### config.mk
export PLATFORM = sky130hd
export DESIGN_NAME = pwm_deadtime
export DESIGN_NICKNAME = d
export VERILOG_FILES = /design/src/rtl/pwm_pkg.sv /design/src/rtl/pwm_deadtime.sv
export SDC_FILE = /design/constraint.sdc
export NUM_CORES = 1
export LEC_CHECK = 0
export ABC_CLOCK_PERIOD_IN_PS = 5600
export CORE_MARGIN = 1.5
export CORE_UTILIZATION = 30
export CTS_CLUSTER_DIAMETER = 60
export DETAILED_ROUTE_END_ITERATION = 16
export GPL_ROUTABILITY_DRIVEN = 0
export HOLD_SLACK_MARGIN = 0.1
export PLACE_DENSITY = 0.5
export REMOVE_ABC_BUFFERS = 1
export SKIP_CTS_REPAIR_TIMING = 1
export SYNTH_ARGS = -nofsm -noshare
export SYNTH_HDL_FRONTEND = slang
export SYNTH_SLANG_ARGS = --single-unit
export TNS_END_PERCENT = 30
### constraint.sdc
create_clock -name clk -period 5.6 [get_ports clk]
set_clock_uncertainty 0.1 [all_clocks]
set_input_delay 1.12 -clock clk [delete_from_list [all_inputs] [get_ports clk]]
set_output_delay 1.12 -clock clk [all_outputs]
set_load 0.005 [all_outputs]
### src/rtl/pwm_pkg.sv
// pwm_pkg: definitions shared across the PWM blocks.
//   - gate-driver FSM state encoding (also the drv_state readback value)
//   - default dead-time counter width
//   - CSR word offset holding the dead_time / dt_enable fields
package pwm_pkg;

    // Gate-driver FSM states
    localparam logic [1:0] IDLE    = 2'd0;
    localparam logic [1:0] HIGH_ON = 2'd1;
    localparam logic [1:0] LOW_ON  = 2'd2;
    localparam logic [1:0] DEAD    = 2'd3;

    localparam int unsigned DT_WIDTH_DEF = 16;

    // CSR word holding dead_time[DT_WIDTH-1:0] and dt_enable, next to period/duty/prescaler
    localparam int unsigned CSR_ADDR_WIDTH      = 8;
    localparam logic [7:0]  CSR_DEADTIME_OFFSET = 8'h0C;

endpackage

### src/rtl/pwm_deadtime.sv
// pwm_deadtime: turns the single-ended PWM core output into a complementary
// high-side / low-side gate pair, inserting a programmable dead time at every edge.
// Ports:
//   clk       - system clock, rising edge
//   reset     - synchronous active-low reset
//   enable    - gate-drive enable, 0 forces both gates inactive
//   pwm_in    - PWM core output (same clock domain)
//   dead_time - dead time in clk cycles, 0 = direct switch
//   pwm_h     - high-side drive (registered, active level H_ACTIVE)
//   pwm_l     - low-side drive (registered, active level L_ACTIVE)
//   dt_active - 1 while in DEAD (registered)
//   drv_state - current FSM state for status readback
module pwm_deadtime
    import pwm_pkg::*;
#(
    parameter int unsigned DT_WIDTH = DT_WIDTH_DEF,
    parameter logic        H_ACTIVE = 1'b1,
    parameter logic        L_ACTIVE = 1'b1
) (
    input  logic                clk,
    input  logic                reset,
    input  logic                enable,
    input  logic                pwm_in,
    input  logic [DT_WIDTH-1:0] dead_time,
    output logic                pwm_h,
    output logic                pwm_l,
    output logic                dt_active,
    output logic [1:0]          drv_state
);

    logic [1:0]          r_state;
    logic [DT_WIDTH-1:0] r_cnt;
    logic                r_target;
    logic                r_pwm_h;
    logic                r_pwm_l;
    logic                r_dt_active;

    logic [1:0]          w_state_nxt;
    logic [DT_WIDTH-1:0] w_cnt_nxt;
    logic                w_target_nxt;
    logic                w_load;
    logic                w_pwm_h_nxt;
    logic                w_pwm_l_nxt;
    logic                w_dt_active_nxt;

    // Next-state, counter and output decode
    always_comb begin
        w_state_nxt     = r_state;
        w_cnt_nxt       = r_cnt;
        w_target_nxt    = r_target;
        w_load          = 1'b0;

        if (!enable) begin
            w_state_nxt = IDLE;
        end else begin
            case (r_state)
                IDLE:    w_load = 1'b1;
                HIGH_ON: w_load = ~pwm_in;
                LOW_ON:  w_load = pwm_in;
                DEAD: begin
                    // A re-toggle restarts the full dead time, so short pulses are absorbed
                    if (pwm_in != r_target) begin
                        w_load = 1'b1;
                    end else if (r_cnt == '0) begin
                        w_state_nxt = r_target ? HIGH_ON : LOW_ON;
                    end else begin
                        w_cnt_nxt = r_cnt - DT_WIDTH'(1);
                    end
                end
                default: w_state_nxt = IDLE;
            endcase
        end

        // Common load action: latch the new target, then either dead time or direct switch
        if (w_load) begin
            w_target_nxt = pwm_in;
            if (dead_time == '0) begin
                w_state_nxt = pwm_in ? HIGH_ON : LOW_ON;
            end else begin
                w_state_nxt = DEAD;
                w_cnt_nxt   = dead_time - DT_WIDTH'(1);
            end
        end

        // Outputs follow the next state so they change on the same edge as the state
        w_pwm_h_nxt     = (w_state_nxt == HIGH_ON) ? H_ACTIVE : ~H_ACTIVE;
        w_pwm_l_nxt     = (w_state_nxt == LOW_ON)  ? L_ACTIVE : ~L_ACTIVE;
        w_dt_active_nxt = (w_state_nxt == DEAD);
    end

    // State and output registers
    always_ff @(posedge clk) begin
        if (!reset) begin
            r_state     <= IDLE;
            r_cnt       <= '0;
            r_target    <= 1'b0;
            r_pwm_h     <= ~H_ACTIVE;
            r_pwm_l     <= ~L_ACTIVE;
            r_dt_active <= 1'b0;
        end else begin
            r_state     <= w_state_nxt;
            r_cnt       <= w_cnt_nxt;
            r_target    <= w_target_nxt;
            r_pwm_h     <= w_pwm_h_nxt;
            r_pwm_l     <= w_pwm_l_nxt;
            r_dt_active <= w_dt_active_nxt;
        end
    end

    assign pwm_h     = r_pwm_h;
    assign pwm_l     = r_pwm_l;
    assign dt_active = r_dt_active;
    assign drv_state = r_state;

endmodule

==> reports/results.txt, run 1 <==
TritonCTS built the clock tree. Maximum clock frequency: 303 MHz. The post-route fraction of the period consumed by the critical path is 0.588.

The number of register bits inferred by synthesis came out at 22. The detailed router finished its first iteration with 51 violations. The tools report the clock tree root buffer cell as sky130_fd_sc_hd__clkbuf_8. The number of iterations in the first detailed-routing pass was 4; the number of antenna violations at the first check in global routing was 0. For the logic gate share of total power, the log shows 0.251.

For this run, design rule violations remaining after detail routing come to 0. The relative contribution of the clock network to total power was 0.340; the routed length per placed instance was 14.8 um. The critical path goes through clkdlybuf4s50_1, inv_1, ha_1, nor3b_2, and2_1, and3_1, nor3_1, a311oi_1. The kind of start point of the critical path is a primary input. The number of flops mapped to enable cells by yosys works out to 0. The share of post-route cells with drive strength above 1 came out at 0.104. The clock period could shrink to 3.30 ns. The total overflow left after global routing is 0. The run gives 3.38 ns as the arrival time at the worst endpoint. Remaining antenna violation count after routing: 0. Among all flip-flop cells after synthesis, the most frequent one is sky130_fd_sc_hd__dfxtp_1.

The number of sinks on the clock net was 22. Hold timing on the final database bottoms out at a slack of 0.491 ns. The tools report the gate count of the mapped netlist as 180. From left edge to right edge, the die measures 76.3 um. The switching share of power came out at 0.291. The total die area came out at 5820 sq um. The leakage dissipation was 0.619 nW; the net switching power was 0.130 mW. The critical path's largest stage delay was 0.49 ns; the post-synthesis sequential area ratio was 0.273.

From synthesis to final layout, the design area changed by 22.6%. The async set-or-reset flop fraction in the synthesized netlist works out to 0. Once layout is complete, the cells apart from fillers number 271. The run gives 0 as the final count of negative-setup-slack endpoints. The library cell used most frequently in the layout, excluding fill and tap cells, is sky130_fd_sc_hd__clkdlybuf4s50_1. Summed over all nets, the half-perimeter wirelength after detailed placement is 3100 um. The number of distinct standard cells referenced by the synthesized netlist came out at 56.

The peak supply drop was 0.113 mV; the hold violation total from the final report was 0. For the cell area after technology mapping, the log shows 1610 sq um. The logs give 3 for the TritonCTS buffer count and 0.316 mW for the cell internal power dissipation. The first global-routing pass estimated 6810 um of wire. The total power per unit cell area was 226 nW/um^2.

The final layout net count is 225, and the via count is 1492. The height of the die came out at 76.3 um. After floorplanning, the core was sized to cover 5140 sq um. The logs give 0.270 for the worst slew slack as a fraction of its limit and 0.28 ns for the later-pin clock latency in the skew report. In this run the core area contains 26 standard-cell rows. Setup repair after global routing left no endpoint under its margin. The run gives 0.314 as the effective utilization at floorplan. Pin placement for this block handled 25 I/O pins. Max-cap violations in this run came to 0. Leaving out fill and tap cells, the most frequent cells in the layout are sky130_fd_sc_hd__clkdlybuf4s50_1, sky130_fd_sc_hd__dfxtp_1, sky130_fd_sc_hd__xnor2_1. The warning count from the yosys run was 0; the antenna diode instance count was 0. The required time of the critical path is 5.68 ns. Entering global routing, the biggest net connects 16 pins.

The summed negative setup slack over all endpoints was 0 ns. Clock-pin slew was measured on the worst setup and hold paths at 0.09 ns. Wires add up to 4020 um. The clock passes through at most 2 buffers. The placed cell count is 267. Dividing the detail-routed via count by the number of cells gives 5.51.

For the number of global-route vias before repair, the log shows 1421. The slowest stage of the critical path belongs to the cell sky130_fd_sc_hd__and3_1. The tools report the number of pins with negative max-slew slack in the final report as 0. STA classifies the critical path endpoint as a register. At the pin with the least slew margin, the transition time is 1.09 ns.

The critical path in this run is classified as in -> reg. Total routing usage reported by global routing: 0.144. In this run the worst hold path is classified as reg -> reg.

The average footprint of a synthesized cell is 8.96 sq um. Of all nets on the critical path, the largest fanout is 13. The sequential share of power was 0.410. The flow ran to the end, and the final reports show no timing, DRC or antenna violations.

The count of buffers added on input and output ports is 24. Fill cells in the final layout number 549. Number of H-tree branching levels: 1.
state kept, by name (all words and copies together), names as in the netlist:
signal,count
drv_state,2
dt_active,1
pwm_h,1
pwm_l,1
r_cnt,16
r_target,1
Yosys cell counts (all sizes together), types with 2 or more instances:
library cell  number  area share
dfxtp             22        0.27
xnor2             19        0.11
nor3              14       0.057
a21oi             10       0.031
nor4               9       0.061
nand2              8       0.020
nor2               8       0.019
o31ai              8       0.037
nand3              7       0.028
buf                5       0.017
inv                5       0.012
o21ai              5       0.016
nand3b             4       0.019
nor3b              4       0.022
a211oi             3       0.014
a21boi             3       0.014
a221oi             3       0.024
a311oi             3       0.016
and2               3       0.012
and3               3       0.012
ha                 3       0.023
nand2b             3       0.012
nand4              3       0.021
xor2               3       0.016
clkbuf             2      0.0047
mux2i              2       0.012
nor4b              2       0.011
or4                2      0.0093
layer usage:
layer | global-route usage | vias to the layer above | wire [um]
met1 | 0.187 | 704 | 1910
li1 | - | 730 | -
met2 | 0.234 | 52 | 1840
met5 | 0 | - | 0
met3 | 0.0216 | 6 | 196
met4 | 0.0667 | 0 | 79
cells by family (layout without fill, tap and decap cells):
kind of cell | count (synthesis) | in the layout | share of synthesized area
AO/OA/AOI/OAI | 44 | 44 | 0.199
buffers and inverters | 12 | 33 | 0.0334
flip-flops | 22 | 22 | 0.273
AND/OR/NAND/NOR | 74 | 74 | 0.320
XOR/XNOR | 22 | 22 | 0.131
multiplexers | 3 | 3 | 0.0194
adder cells (fa/ha/maj) | 3 | 3 | 0.0233
final timing paths:
check | from | to | slack, ns | cells after the start
setup / recovery | dead_time[0] | r_cnt[9]$_SDFF_PN0_ | 2.30 | 8
hold / removal | r_cnt[9]$_SDFF_PN0_ | r_cnt[9]$_SDFF_PN0_ | 0.49 | 2
setup reg to reg | r_target$_SDFFE_PN0P_ | r_cnt[9]$_SDFF_PN0_ | 3.33 | 5
hold reg to reg | r_cnt[9]$_SDFF_PN0_ | r_cnt[9]$_SDFF_PN0_ | 0.49 | 2
power by group through the flow:
stage | Clock, mW | Combinational (mW) | Sequential (mW)
floorplan | 0 | 0.0696 | 0.184
global placement | 0 | 0.110 | 0.185
detailed placement | 0 | 0.111 | 0.186
CTS | 0.155 | 0.112 | 0.183
global route | 0.162 | 0.124 | 0.185
finish | 0.151 | 0.112 | 0.183
layout make-up:
class,instances,area (sq um),area share
timing repair buffer,24,240,0.122
clock inverter,1,30.0,0.0152
inverter,5,18.8,0.00949
sequential,22,440,0.223
clock buffer,3,41.3,0.0209
multi-input combinational,146,1120,0.566
tap,70,87.6,0.0443
critical path, delay by kind of cell:
kind	cells	cell delay, ns
adder cells (fa/ha/maj)	1	0.18
AO/OA/AOI/OAI	1	0.31
AND/OR/NAND/NOR	4	1.20
buffers and inverters	2	0.56
stage by stage:
step	instance area, sq um	setup slack, ns	utilization	power, mW
finish	1980	2.30	0.385	0.446
global route	1980	2.12	0.385	0.470
CTS	1980	2.31	0.385	0.450
detailed placement	1910	2.01	0.371	0.298
global placement	1910	2.12	0.371	0.295
floorplan	1580	2.86	-	0.253
(Power assumes the default switching activity.)
==> inputs of run 2 (changes only) <==
- ABC_CLOCK_PERIOD_IN_PS: 5600 -> 2700
- PLACE_DENSITY: 0.5 -> 0.51
- clock period: 5.6 -> 2.7 ns (I/O delays scaled with it)
==> reports/results.txt, run 2 (synthesis results as in run 1) <==
The tools report the remaining antenna violation count after routing as 0 (unchanged). The min-delay analysis places its worst path in the category reg -> reg. The transition time of the tightest slew-check pin works out to 0.448 ns (-0.640 ns). The later-pin clock latency in the skew report came out at 0.27 ns (about the same). The tools report the number of DRC markers after the initial detailed-route iteration as 96 (+88%). The effective utilization at floorplan was 0.314 (unchanged); the number of global-route vias before repair was 1442 (+1.5%). The standard cell with the maximum stage delay on the critical path is sky130_fd_sc_hd__clkdlybuf4s50_1.

The tools report the via count as 1496 (+0.27%). The switching share of power is 0.289 (-0.00187), and the total power per unit cell area is 436 nW/um^2 (+93%). The logs give 555 (+1.1%) for the count of fill cells added during filler insertion and 0.0216 (unchanged) for the met3 demand-to-capacity share in global routing. The logic gate share of total power came out at 0.267 (+0.016). The TritonCTS buffer count was 3 (unchanged); the share of post-route cells with drive strength above 1 was 0.204 (+0.0991). The total die area is 5820 sq um (unchanged), and the net switching power is 0.274 mW (+110%). The sequential cell area came out at 440 sq um (unchanged). The tools report the summed negative setup slack over all endpoints as 0 ns (unchanged). The height of the die was 76.3 um (unchanged); the peak supply drop was 0.185 mV (+64%). The die extent in x came out at 76.3 um (unchanged). In this run the most critical hold path is launched from r_cnt[0]$_SDFF_PN0_. The tools report the hold violation total from the final report as 0 (unchanged).

Relative to the synthesized area, the layout overhead comes to 35.0%. TritonCTS built the clock tree. The final core utilization was 0.424 (+0.0389). Kind of start point of the critical path: a primary input.

The worst flop-to-flop path endpoint was pwm_l$_SDFF_PN0_. The run finished with clean final reports. The number of cells on the worst hold path works out to 2 (unchanged). The number of top-level pins was 25 (unchanged); the number of H-tree branching levels was 1 (unchanged). The required time of the critical path is 2.78 ns (-2.90 ns), and the total routing usage reported by global routing is 0.152 (+0.00766).

The tools report the area of the core region as 5140 sq um (unchanged). The global-route wire length before repair came out at 6960 um (+2.2%). The final count of negative-setup-slack endpoints was 0 (unchanged); the routed via count divided by cell count was 5.05 (-8.2%). The arrival time at the worst endpoint is 2.51 ns (-0.87 ns). Leaving out fill and tap cells, the most frequent cells in the layout are sky130_fd_sc_hd__clkdlybuf4s50_1, sky130_fd_sc_hd__buf_4, sky130_fd_sc_hd__dfxtp_1. The tools report the sequential share of power as 0.399 (-0.011).

The critical path starts at dead_time[0]. The run gives 0.334 (-0.006) as the relative contribution of the clock network to total power. The worst slew slack as a fraction of its limit was 0.700 (+0.430). The critical path goes through clkdlybuf4s50_1, inv_1, ha_1, nor3b_2, and2_1, and3_1, a211oi_1, nor3b_1.

The tools report the leakage dissipation as 0.746 nW (+20%). For hold timing, the worst endpoint is r_cnt[0]$_SDFF_PN0_. For the antenna diode instance count, the log shows 0 (unchanged). The pin count of the biggest net entering global routing came out at 16 (unchanged). Setup repair after global routing left no endpoint under its margin. The largest buffer count on any clock path is 2 (unchanged). Remaining design rule violation count: 0 (unchanged). The max capacitance violation total was 0 (unchanged).

The tools report the met2 track demand over resource in global routing as 0.254 (+0.0205). Peak-usage layer in the global routing report: met2. By startpoint and endpoint, the worst setup path is classified as in -> reg.

For the total power consumption of the routed design, the log shows 0.949 mW (+110%). The number of pins with negative max-slew slack in the final report was 0 (unchanged); the routed length per placed instance was 13.9 um (-6.4%). The port buffer count was 24 (unchanged); the area of combinational cells with multiple inputs was 1120 sq um (unchanged). The register with the most flip-flops in the final layout is r_cnt.

Number of placement rows: 26 (unchanged). Clock tree synthesis selected as its root buffer the cell sky130_fd_sc_hd__clkbuf_8. Final layout net count: 250 (+11%). The critical path's largest stage delay is 0.48 ns (about the same). The number of sinks on the clock net came out at 22 (unchanged).

The worst reg2reg path startpoint was r_cnt[0]$_SDFF_PN0_. The number of iterations in the first detailed-routing pass was 4 (unchanged); the number of flip-flops under the largest register name was 16 (unchanged). The post-route fraction of the period consumed by the critical path is 0.900, and the worst-case reg-to-reg path depth is 7 (+2).

The clock period minus worst slack is 2.43 ns. The cell internal power dissipation is 0.675 mW (+110%), and the aggregate routed wire length is 4120 um (+2.3%). The number of antenna violations at the first check in global routing came out at 0 (unchanged). The worst setup path is captured at a register. The peak fanout along the critical path works out to 6 (-7). The maximum clock frequency was 412 MHz; the worst setup slack for register-to-register paths was 0.62 ns (-2.71 ns).

The tools report the met1 capacity usage during global routing as 0.197 (+0.00992). The tools report the final HPWL from detailed placement as 3220 um (+3.9%). The residual overflow from global routing was 0 (unchanged); the clock transition at the register clock pins on the worst setup and hold paths after CTS was 0.10 ns (about the same).
run 2: cell types whose count changed in the layout (fill, tap and decap cells not counted):
cell	delta
sky130_fd_sc_hd__buf_12	+1
sky130_fd_sc_hd__buf_4	+24
run 2: how the worst max path moves through the flow:
| stage | end | cells after the start |
|---|---|---|
| 6_report | dt_active$_SDFF_PN0_ | 8 |
| 2_1_floorplan | pwm_l$_SDFF_PN0_ | 7 |
| 5_1_grt | dt_active$_SDFF_PN0_ | 8 |
| 4_1_cts | dt_active$_SDFF_PN0_ | 8 |
| 3_5_place_dp | dt_active$_SDFF_PN0_ | 8 |
| 3_3_place_gp | r_cnt[9]$_SDFF_PN0_ | 9 |
run 2: power groups by stage:
stage | combinational (mW) | sequential (mW) | clock, mW
after floorplan | 0.144 | 0.381 | 0
after global placement | 0.253 | 0.386 | 0
after detailed placement | 0.254 | 0.386 | 0
after CTS | 0.256 | 0.379 | 0.323
after global routing | 0.279 | 0.383 | 0.337
final | 0.253 | 0.379 | 0.317
run 2: stage by stage:
stage / instances / hold slack [ns] / worst slack [ns] / instance area, sq um
after floorplan: 173 / 0.427 / 0.536 / 1580
after global placement: 292 / 0.455 / 0.0316 / 2110
after detailed placement: 292 / 0.458 / -0.0131 / 2110
after CTS: 296 / 0.472 / 0.257 / 2180
after global routing: 296 / 0.514 / 0.0593 / 2180
final: 296 / 0.469 / 0.270 / 2180
run 2: worst max-delay path: cells and delay by family:
kind            cells  cell delay [ns]
simple gates        4             0.84
buf+inv             2             0.54
compound gates      1             0.40
fa+ha+maj           1             0.20
run 2: routing by layer:
metal  vias to the layer above  routed length [um]
met4                         0                  57
met1                       679                1990
li1                        777                   -
met5                         -                   0
met2                        36                1910
met3                         4                 151
run 2: cell type report:
type                            count  area share
Multi-Input combinational cell    146       0.514
Sequential cell                    22       0.202
Timing Repair Buffer               49       0.202
Tap cell                           70      0.0402
Clock buffer                        3      0.0190
Clock inverter                      1      0.0138
Inverter                            5     0.00862
